### src/rtl/cartridge_loader_if.sv
// Wishbone write-only link between the cartridge loader (master) and the
// cartridge ROM's CROM slave port. Bit 0 of each vector is its MSB.
interface cartridge_loader_if;
  logic [0:20] wb_adr_o;
  logic [0:7]  wb_dat_o;
  logic        wb_we_o;
  logic [0:0]  wb_sel_o;
  logic        wb_stb_o;
  logic        wb_cyc_o;
  logic        wb_ack_i;

  modport master (
    output wb_adr_o, wb_dat_o, wb_we_o, wb_sel_o, wb_stb_o, wb_cyc_o,
    input  wb_ack_i
  );

  modport slave (
    input  wb_adr_o, wb_dat_o, wb_we_o, wb_sel_o, wb_stb_o, wb_cyc_o,
    output wb_ack_i
  );
endinterface

### src/rtl/cartridge_loader.sv
// Cartridge loader: clears the cartridge control register, streams N bytes
// into the ROM array over wishbone, then writes the final control byte.
// Reports busy/done/error and a mod-256 checksum of accepted bytes.
module cartridge_loader #(
  parameter int unsigned CROM_SIZE = 17409,
  parameter int unsigned TIMEOUT   = 255
) (
  input  logic        clk,
  input  logic        reset,
  input  logic        start,
  input  logic        abort,
  input  logic [0:14] length,
  input  logic [0:7]  ctrl_val,
  input  logic [0:7]  s_data,
  input  logic        s_valid,
  output logic        s_ready,
  output logic        busy,
  output logic        done,
  output logic        error,
  output logic [0:7]  checksum,
  cartridge_loader_if.master wb
);

  typedef enum logic [2:0] {
    ST_IDLE  = 3'd0,
    ST_CLR   = 3'd1,
    ST_FETCH = 3'd2,
    ST_WRITE = 3'd3,
    ST_CTRL  = 3'd4
  } state_t;

  // Last counter value before the strobe is declared dead.
  localparam logic [7:0] TMO_LAST = 8'(TIMEOUT - 1);

  state_t      state_q, state_d;
  logic [14:0] len_q, len_d;
  logic [7:0]  ctrl_q, ctrl_d;
  logic [14:0] offset_q, offset_d;
  logic [7:0]  checksum_q, checksum_d;
  logic [7:0]  tmo_q, tmo_d;
  logic        abort_pend_q, abort_pend_d;
  logic        error_q, error_d;
  logic        busy_q, busy_d;
  logic        done_q, done_d;
  logic        s_ready_q, s_ready_d;
  logic        cyc_q, cyc_d;
  logic [20:0] adr_q, adr_d;
  logic [7:0]  dat_q, dat_d;

  logic len_legal;
  logic bus_ack;
  logic bus_tmo;
  logic abort_seen;
  logic last_byte;

  assign len_legal  = (length != 15'd0) && ({17'd0, length} <= CROM_SIZE);
  assign bus_ack    = cyc_q && wb.wb_ack_i;
  assign bus_tmo    = cyc_q && !wb.wb_ack_i && (tmo_q == TMO_LAST);
  // An abort raised during a bus cycle is remembered until that cycle ends.
  assign abort_seen = abort_pend_q || abort;
  assign last_byte  = ((offset_q + 15'd1) == len_q);

  // State and output registers with synchronous reset.
  always_ff @(posedge clk) begin
    if (reset) begin
      state_q      <= ST_IDLE;
      len_q        <= 15'd0;
      ctrl_q       <= 8'h00;
      offset_q     <= 15'd0;
      checksum_q   <= 8'h00;
      tmo_q        <= 8'd0;
      abort_pend_q <= 1'b0;
      error_q      <= 1'b0;
      busy_q       <= 1'b0;
      done_q       <= 1'b0;
      s_ready_q    <= 1'b0;
      cyc_q        <= 1'b0;
      adr_q        <= 21'd0;
      dat_q        <= 8'h00;
    end else begin
      state_q      <= state_d;
      len_q        <= len_d;
      ctrl_q       <= ctrl_d;
      offset_q     <= offset_d;
      checksum_q   <= checksum_d;
      tmo_q        <= tmo_d;
      abort_pend_q <= abort_pend_d;
      error_q      <= error_d;
      busy_q       <= busy_d;
      done_q       <= done_d;
      s_ready_q    <= s_ready_d;
      cyc_q        <= cyc_d;
      adr_q        <= adr_d;
      dat_q        <= dat_d;
    end
  end

  // Next-state decode: sequencing of clear, byte fetch/write and control write.
  always_comb begin
    state_d = state_q;
    case (state_q)
      ST_IDLE: begin
        if (start && len_legal) state_d = ST_CLR;
        else                    state_d = ST_IDLE;
      end
      ST_CLR: begin
        if (bus_tmo)      state_d = ST_IDLE;
        else if (bus_ack) state_d = abort_seen ? ST_IDLE : ST_FETCH;
        else              state_d = ST_CLR;
      end
      ST_FETCH: begin
        if (abort)        state_d = ST_IDLE;
        else if (s_valid) state_d = ST_WRITE;
        else              state_d = ST_FETCH;
      end
      ST_WRITE: begin
        if (bus_tmo) begin
          state_d = ST_IDLE;
        end else if (bus_ack) begin
          if (abort_seen)     state_d = ST_IDLE;
          else if (last_byte) state_d = ST_CTRL;
          else                state_d = ST_FETCH;
        end else begin
          state_d = ST_WRITE;
        end
      end
      ST_CTRL: begin
        if (bus_tmo || bus_ack) state_d = ST_IDLE;
        else                    state_d = ST_CTRL;
      end
      default: state_d = ST_IDLE;
    endcase
  end

  // Output decode: next values of the registered bus, stream and status outputs.
  always_comb begin
    len_d        = len_q;
    ctrl_d       = ctrl_q;
    offset_d     = offset_q;
    checksum_d   = checksum_q;
    error_d      = error_q;
    abort_pend_d = abort_pend_q;
    cyc_d        = cyc_q;
    adr_d        = adr_q;
    dat_d        = dat_q;
    done_d       = 1'b0;
    busy_d       = (state_d != ST_IDLE);
    s_ready_d    = (state_d == ST_FETCH);
    // Wait counter only runs while a strobe is unanswered.
    if (cyc_q && !wb.wb_ack_i) tmo_d = tmo_q + 8'd1;
    else                       tmo_d = 8'd0;

    case (state_q)
      ST_IDLE: begin
        abort_pend_d = 1'b0;
        if (start) begin
          len_d      = length;
          ctrl_d     = ctrl_val;
          checksum_d = 8'h00;
          offset_d   = 15'd0;
          error_d    = !len_legal;
          if (len_legal) begin
            // Control register cleared first so the CPU cannot touch the array.
            cyc_d = 1'b1;
            adr_d = 21'd0;
            dat_d = 8'h00;
          end else begin
            cyc_d = 1'b0;
          end
        end else begin
          cyc_d = 1'b0;
        end
      end
      ST_CLR, ST_CTRL: begin
        if (abort) abort_pend_d = 1'b1;
        else       abort_pend_d = abort_pend_q;
        if (bus_tmo || bus_ack) begin
          cyc_d  = 1'b0;
          done_d = (state_q == ST_CTRL) && bus_ack && !abort_seen;
          if (bus_tmo || abort_seen) error_d = 1'b1;
          else                       error_d = error_q;
        end else begin
          cyc_d = 1'b1;
        end
      end
      ST_FETCH: begin
        if (abort) begin
          // Byte on the stream is left unconsumed.
          error_d = 1'b1;
          cyc_d   = 1'b0;
        end else if (s_valid) begin
          checksum_d = checksum_q + s_data;
          cyc_d      = 1'b1;
          adr_d      = {1'b1, 5'b00000, offset_q};
          dat_d      = s_data;
        end else begin
          cyc_d = 1'b0;
        end
      end
      ST_WRITE: begin
        if (abort) abort_pend_d = 1'b1;
        else       abort_pend_d = abort_pend_q;
        if (bus_tmo) begin
          cyc_d   = 1'b0;
          error_d = 1'b1;
        end else if (bus_ack) begin
          // Offset stays within length-1: the last write does not advance it.
          if (last_byte) offset_d = offset_q;
          else           offset_d = offset_q + 15'd1;
          if (abort_seen) begin
            cyc_d   = 1'b0;
            error_d = 1'b1;
          end else if (last_byte) begin
            cyc_d = 1'b1;
            adr_d = 21'd0;
            dat_d = ctrl_q;
          end else begin
            cyc_d = 1'b0;
          end
        end else begin
          cyc_d = 1'b1;
        end
      end
      default: begin
        cyc_d = 1'b0;
      end
    endcase
  end

  assign s_ready      = s_ready_q;
  assign busy         = busy_q;
  assign done         = done_q;
  assign error        = error_q;
  assign checksum     = checksum_q;
  assign wb.wb_adr_o  = adr_q;
  assign wb.wb_dat_o  = dat_q;
  assign wb.wb_we_o   = cyc_q;
  assign wb.wb_sel_o  = cyc_q;
  assign wb.wb_stb_o  = cyc_q;
  assign wb.wb_cyc_o  = cyc_q;

endmodule

### src/flat_wrapper.sv
// flat-port wrapper written by rule: the top's interface ports become plain ports
module cartridge_loader_flat 
#(
  parameter int unsigned CROM_SIZE = 17409,
  parameter int unsigned TIMEOUT   = 255
)
  (clk, reset, start, abort, length, ctrl_val, s_data, s_valid, s_ready, busy, done, error, checksum, wb_wb_adr_o, wb_wb_dat_o, wb_wb_we_o, wb_wb_sel_o, wb_wb_stb_o, wb_wb_cyc_o, wb_wb_ack_i);
  cartridge_loader_if wb_i ();
  input  logic clk;
  input  logic reset;
  input  logic start;
  input  logic abort;
  input  logic [0:14] length;
  input  logic [0:7] ctrl_val;
  input  logic [0:7] s_data;
  input  logic s_valid;
  output logic s_ready;
  output logic busy;
  output logic done;
  output logic error;
  output logic [0:7] checksum;
  output wire logic [$bits(wb_i.wb_adr_o)-1:0] wb_wb_adr_o;
  output wire logic [$bits(wb_i.wb_dat_o)-1:0] wb_wb_dat_o;
  output wire logic [$bits(wb_i.wb_we_o)-1:0] wb_wb_we_o;
  output wire logic [$bits(wb_i.wb_sel_o)-1:0] wb_wb_sel_o;
  output wire logic [$bits(wb_i.wb_stb_o)-1:0] wb_wb_stb_o;
  output wire logic [$bits(wb_i.wb_cyc_o)-1:0] wb_wb_cyc_o;
  input wire logic [$bits(wb_i.wb_ack_i)-1:0] wb_wb_ack_i;
  assign wb_wb_adr_o = wb_i.wb_adr_o;
  assign wb_wb_dat_o = wb_i.wb_dat_o;
  assign wb_wb_we_o = wb_i.wb_we_o;
  assign wb_wb_sel_o = wb_i.wb_sel_o;
  assign wb_wb_stb_o = wb_i.wb_stb_o;
  assign wb_wb_cyc_o = wb_i.wb_cyc_o;
  assign wb_i.wb_ack_i = wb_wb_ack_i;
  cartridge_loader #(.CROM_SIZE(CROM_SIZE), .TIMEOUT(TIMEOUT)) u_core (.clk(clk), .reset(reset), .start(start), .abort(abort), .length(length), .ctrl_val(ctrl_val), .s_data(s_data), .s_valid(s_valid), .s_ready(s_ready), .busy(busy), .done(done), .error(error), .checksum(checksum), .wb(wb_i));
endmodule
### config.mk
export PLATFORM = sky130hd
export DESIGN_NAME = cartridge_loader_flat
export DESIGN_NICKNAME = d
export VERILOG_FILES = /design/src/rtl/cartridge_loader_if.sv /design/src/rtl/cartridge_loader.sv /design/src/flat_wrapper.sv
export SDC_FILE = /design/constraint.sdc
export NUM_CORES = 1
export LEC_CHECK = 0
export BUFFER_PORTS_ARGS = -buffer_cell sky130_fd_sc_hd__buf_4
export CAP_MARGIN = 5
export CORE_ASPECT_RATIO = 1.5
export CORE_MARGIN = 5
export CORE_UTILIZATION = 55
export DETAILED_ROUTE_END_ITERATION = 8
export GPL_ROUTABILITY_DRIVEN = 0
export GPL_TIMING_DRIVEN = 0
export MAX_ROUTING_LAYER = met4
export PLACE_DENSITY = 0.79
export SLEW_MARGIN = 20
export SYNTH_ARGS = -nofsm -noshare
export SYNTH_HDL_FRONTEND = slang
export SYNTH_SLANG_ARGS = --single-unit
### constraint.sdc
create_clock -name clk -period 3.46 [get_ports clk]
set_input_delay 0.346 -clock clk [delete_from_list [all_inputs] [get_ports clk]]
set_output_delay 0.346 -clock clk [all_outputs]
set_load 0.01 [all_outputs]
## After elaboration in Yosys (flattened, before gate mapping)

Index checks and enable logic that the tools add are counted.

- Input bits: 37
- Register bits after elaboration: 92
- Output and inout port bits: 45
- Logic and storage cells: 132

- Equal/unequal tests: 22
- Bitwise operators: 3
- Mux-type cells: 58
- Reductions and logical operators: 31
- Order comparisons: 1
- $add $sub $neg: 3

Operators with widths:

| operator | count |
|---|---|
| $mux W21 | 8 |
| $mux W8 | 11 |
| $pmux W21 S3 | 1 |
| $mux W15 | 4 |
| $pmux W15 S2 | 1 |
| $mux W3 | 8 |
| $pmux W8 S3 | 1 |
| $mux W1 | 18 |
| $pmux W8 S2 | 1 |
| $add A15 B1 Y15 const B | 1 |
| $eq A15 B15 Y1 | 1 |
| $le A15 B15 Y1 const B | 1 |
| $pmux W3 S5 | 1 |
| $reduce_bool A15 Y1 | 1 |
| $ne A2 B2 Y1 const B | 7 |
| $ne A2 B1 Y1 const B | 6 |
| $eq A3 B2 Y1 const B | 3 |
| $reduce_and A9 Y1 | 1 |
| $add A8 B1 Y8 const B | 1 |
| $add A8 B8 Y8 | 1 |
| $eq A8 B8 Y1 const B | 1 |
| $pmux W1 S4 | 2 |
| $logic_and A1 B1 Y1 | 7 |
| $reduce_and A7 Y1 | 1 |
| other kinds (17) | 30 |

## Depth between registers and ports, before layout

- Depth after elaboration: 8
- Mapped depth: 11
- Gate-level depth less buffers: 10

## Worst setup path before layout

Ideal clock, no wire load.

- Path kind: flip-flop to flip-flop
- From: reg u_core.offset_q[0]
- To: reg u_core.dat_q[6], in the netlist u_core.wb.wb_dat_o[1]
- Cell stages (with the launch flop): 12
- Path slack: 460 ps
- Library setup time: 70 ps
- Clock period less this slack: 3,000 ps
- Arrival: 2,929 ps
- Data required time: 3,390 ps
- Buffers on the path: 2
- Cells stage by stage: dfxtp_1 -> ha_1 -> nand3_1 -> nor3_1 -> xnor2_1 -> o2111ai_1 -> a2111o_1 -> buf_6 -> o31a_4 -> buf_6 -> or4_1 -> a21oi_1

- Word-level cells in the longest chain between the ends: 4

RTL lines:

| item | line | RTL |
|---|---|---|
| start: declaration | cartridge_loader.sv:38 | `logic [14:0] offset_q, offset_d;` |
| start signal: assignment | cartridge_loader.sv:84 | `offset_q <= offset_d;` |
| $add A15 B1 Y15 | cartridge_loader.sv:61 | `assign last_byte = ((offset_q + 15'd1) == len_q);` |
| $eq A15 B15 Y1 | cartridge_loader.sv:61 |  |
| $ne A2 B1 Y1 (no line) | n/a |  |
| $reduce_and A9 Y1 (no line) | n/a |  |
| end signal: assignment | cartridge_loader.sv:94 | `dat_q <= dat_d;` |
| end: declaration | cartridge_loader.sv:48 | `logic [7:0] dat_q, dat_d;` |

No other way between the ends.
A chain may end at the register's enable or synchronous reset.

## Worst setup path in the final report

- From: reg u_core.offset_q[7]
- To: reg u_core.dat_q[5], in the netlist u_core.wb.wb_dat_o[2]

Same word-level chain as after synthesis.

==> flow_metrics.tcl <==
set metrics [dict create \
    outcome "completed" \
    end_kind "flip-flop" \
    worstHoldEndpoint "u_core.ctrl_q[4]$_SDFFE_PP0P_" \
    power.density_nw_per_um2 427 \
    worstPathMaxFanout 10 \
    synth-edff-count 0 \
    ctsHoldBuffers 0 \
    crit_chain "nand4_1 > nor3_4 > xnor2_1 > o22ai_1 > a2111o_1 > buf_6 > o31a_4 > buf_6 > or4_1 > a21oi_1" \
    syn-instance-count 572 \
    synth_mux_area_share_pct 2.64 \
    grt_max_degree 16 \
    period_share_pct 98.9 \
    worstSetupPathType "flip-flop to flip-flop" \
    power_leakage_nw 2.31 \
    post-dp-hpwl_mm 9.91 \
    dr_total_vias 4661 \
    synth_top_family_by_area "simple AND/OR/NAND/NOR gates" \
    peakVddDrop_uv 278 \
    coreArea_um2 8310 \
    yosys_register_bits 87 \
    ys_async_sr_fraction_pct 0 \
    grt_pass1_vias 4538 \
    netlist_area_um2 4600 \
    floorplan.initialDensity_pct 55.4 \
    die_area_um2 10300 \
    area_growth_pct 23.9 \
    hold_depth 3 \
    layout_common_cells "88 x buf_4, 87 x nand2_1, 85 x dfxtp_1, 69 x a21oi_1" \
    numClockSinks 87 \
    cts_tree "done" \
    hp-class "input port to flip-flop" \
    wl_per_cell_um 17.2 \
    htreeDepth 3 \
    timing.critical_path.mode_cell "buf_6" \
    layout.nets 713 \
    start_kind "flip-flop" \
    rr_startpoint "u_core.offset_q[7]$_SDFFE_PP0P_" \
    vias_per_cell 6.00 \
    routed_wl_mm 13.4 \
    grt_antenna_before_repair 0 \
    drive_above_1_share_pct 19.4 \
    max_cap_viol_count 0 \
    worstHoldStart "ctrl_val[3]" \
    slew_headroom_pct 35.8 \
    synthFlopType "dfxtp_1" \
    finalPower_mw 2.43 \
    numCtsBuffers 9 \
    crit_required_ns 3.72 \
    row_count 41 \
    drt_first_pass_iters 5 \
    report.final.hold_viol_count 0 \
    ys_seq_area_share_pct 37.9 \
    io_buffers 76 \
    synth_xor_area_share_pct 5.11 \
    synth_cell_type_count 62 \
    nFillCells 710 \
    slowest_delay_ns 0.54 \
    fmax_ghz 0.292 \
    die_x_um 84.7 \
    r2r_cells 10 \
    grt_pass1_wl_mm 21.5 \
    ant_nets 0 \
    worst_pin_slew_ns 0.956 \
    synth_compound_gate_area_share_pct 22.2 \
    layout_commonest_cell "buf_4" \
    reg2reg_slack_ns 0.04 \
    yosysWarnings 0 \
    worst_ep_arrival_time_ns 3.68 \
    die_h_um 122 \
    timing.clock.skew_ns 0.0100 \
    clk_pin_slew_worst_paths_ns 0.06 \
    drv_slew 0 \
    final_core_util_pct 68.6 \
    post-route-min-period_ns 3.42 \
    crit_start "u_core.offset_q[7]$_SDFFE_PP0P_" \
    synth_fa_ha_area_share_pct 3.15 \
    r2r-end "u_core.wb.wb_dat_o[2]$_SDFFE_PP0P_" \
    grt_usage_pct 26.8 \
    drc 0 \
    root_buffer "clkbuf_16" \
    synthSimpleGateAreaFrac_pct 22.5 \
    drt_iter0_drc 287 \
    cp_slowest_cell "or4_1" \
    avgSynthCellArea_um2 8.04 \
    diodes 0 \
    num_io_pins 82 \
    cts_buffer_depth 2 \
    setup_viol 0 \
    clk_latency_ns 0.34 \
    grt-ovfl-total 0 \
]
## worst max-delay path, delay by kind of cell, from the launching register on
| family | cells | cell delay, ns |
|---|---|---|
| buffers and inverters | 2 | 0.30 |
| DFF | 1 | 0.49 |
| AOI/OAI and AO/OA | 4 | 1.08 |
| xor gates and xnor gates | 1 | 0.16 |
| and+or+nand+nor | 3 | 1.31 |
## synthesized netlist by cell type, drive strengths merged, types with 4 or more instances
master	instances	area, µm²
dfxtp	87	1740
nand2	87	327
a21oi	69	345
nor2	36	135
o21ai	36	180
clkbuf	24	90.1
buf	23	168
nor3	21	105
a21o	14	105
xnor2	13	121
xor2	13	114
mux2i	11	110
nand3	11	55.1
ha	10	125
inv	10	37.5
or4	10	75.1
nand4	8	50.1
a22oi	7	52.6
nand2b	6	37.5
nor2b	6	37.5
or3	5	31.3
a211oi	4	30.0
a31oi	4	25.0
and3	4	25.0
and4	4	45.0
o21a	4	30.0
## layout make-up
type                       instances  area, µm²  area share [%]
sequential                        87       1740            30.6
inverter                          10       37.5           0.659
tap                              107        134            2.35
buffer                            47        258            4.52
multi-input combinational        432       2620            46.0
timing repair buffer              78        586            10.3
clock buffer                       9        225            3.95
clock inverter                     7       95.1            1.67
## registers in the layout, indices dropped and copies added (netlist names)
name	count
u_core.wb.wb_adr_o	16
u_core.checksum	8
u_core.error	1
u_core.s_ready	1
u_core.done	1
u_core.len_q	15
u_core.ctrl_q	8
u_core.wb.wb_cyc_o	1
u_core.state_q	3
u_core.tmo_q	8
u_core.wb.wb_dat_o	8
u_core.offset_q	15
u_core.abort_pend_q	1
u_core.busy	1
## layer usage
metal | global-route usage (%) | up-vias | part of all wire (%)
met5 | - | - | 0
met4 | 14.7 | 0 | 4.8
met3 | 5.07 | 58 | 5.6
met2 | 46.8 | 193 | 52
met1 | 28.2 | 2207 | 37
li1 | - | 2203 | -
## repair_timing
| action | 4_1_cts | 5_1_grt |
|---|---|---|
| setup endpoints to repair | 15 | 13 |
| pin swaps | 0 | 1 |
| buffers inserted | 0 | 2 |
| resized for setup | 5 | 4 |
## logic make-up (layout without fill, tap and decap cells)
| logic type | count (synthesis) | after routing |
|---|---|---|
| other | 1 | 5 |
| buffers and inverters | 57 | 151 |
| AOI/OAI and AO/OA | 166 | 166 |
| xor gates and xnor gates | 26 | 26 |
| muxes | 12 | 12 |
| DFF | 87 | 87 |
| adders and majority gates | 11 | 11 |
| and+or+nand+nor | 212 | 212 |
## where the power goes
part / switching [mW] / internal, mW / leakage [nW] / total, mW
clock network: 0.409 / 0.634 / 0.156 / 1.04
registers: 0.0255 / 1.03 / 0.707 / 1.06
logic: 0.196 / 0.139 / 1.44 / 0.335
total: 0.630 / 1.80 / 2.31 / 2.43
## through the flow
step	area [µm²]	setup TNS, ns	std cells	setup WS, ns	hold slack, ns
floorplan	4620	0	576	0.460	0.430
global placement	5320	-0.650	759	-0.139	0.442
detailed placement	5320	-0.939	759	-0.165	0.446
CTS	5660	0	775	0.0236	0.249
global route	5700	-0.0243	777	-0.0174	0.262
finish	5700	0	777	0.0367	0.253
## worst max-delay path by stage
stage,depth (start not counted),endpoint
after floorplan,11,u_core.wb.wb_dat_o[1]$_SDFFE_PP0P_
after global placement,11,u_core.wb.wb_dat_o[2]$_SDFFE_PP0P_
after detailed placement,11,u_core.wb.wb_dat_o[2]$_SDFFE_PP0P_
after CTS,11,u_core.wb.wb_dat_o[2]$_SDFFE_PP0P_
after global routing,11,u_core.wb.wb_dat_o[2]$_SDFFE_PP0P_
final,10,u_core.wb.wb_dat_o[2]$_SDFFE_PP0P_
(Power assumes the default switching activity.)
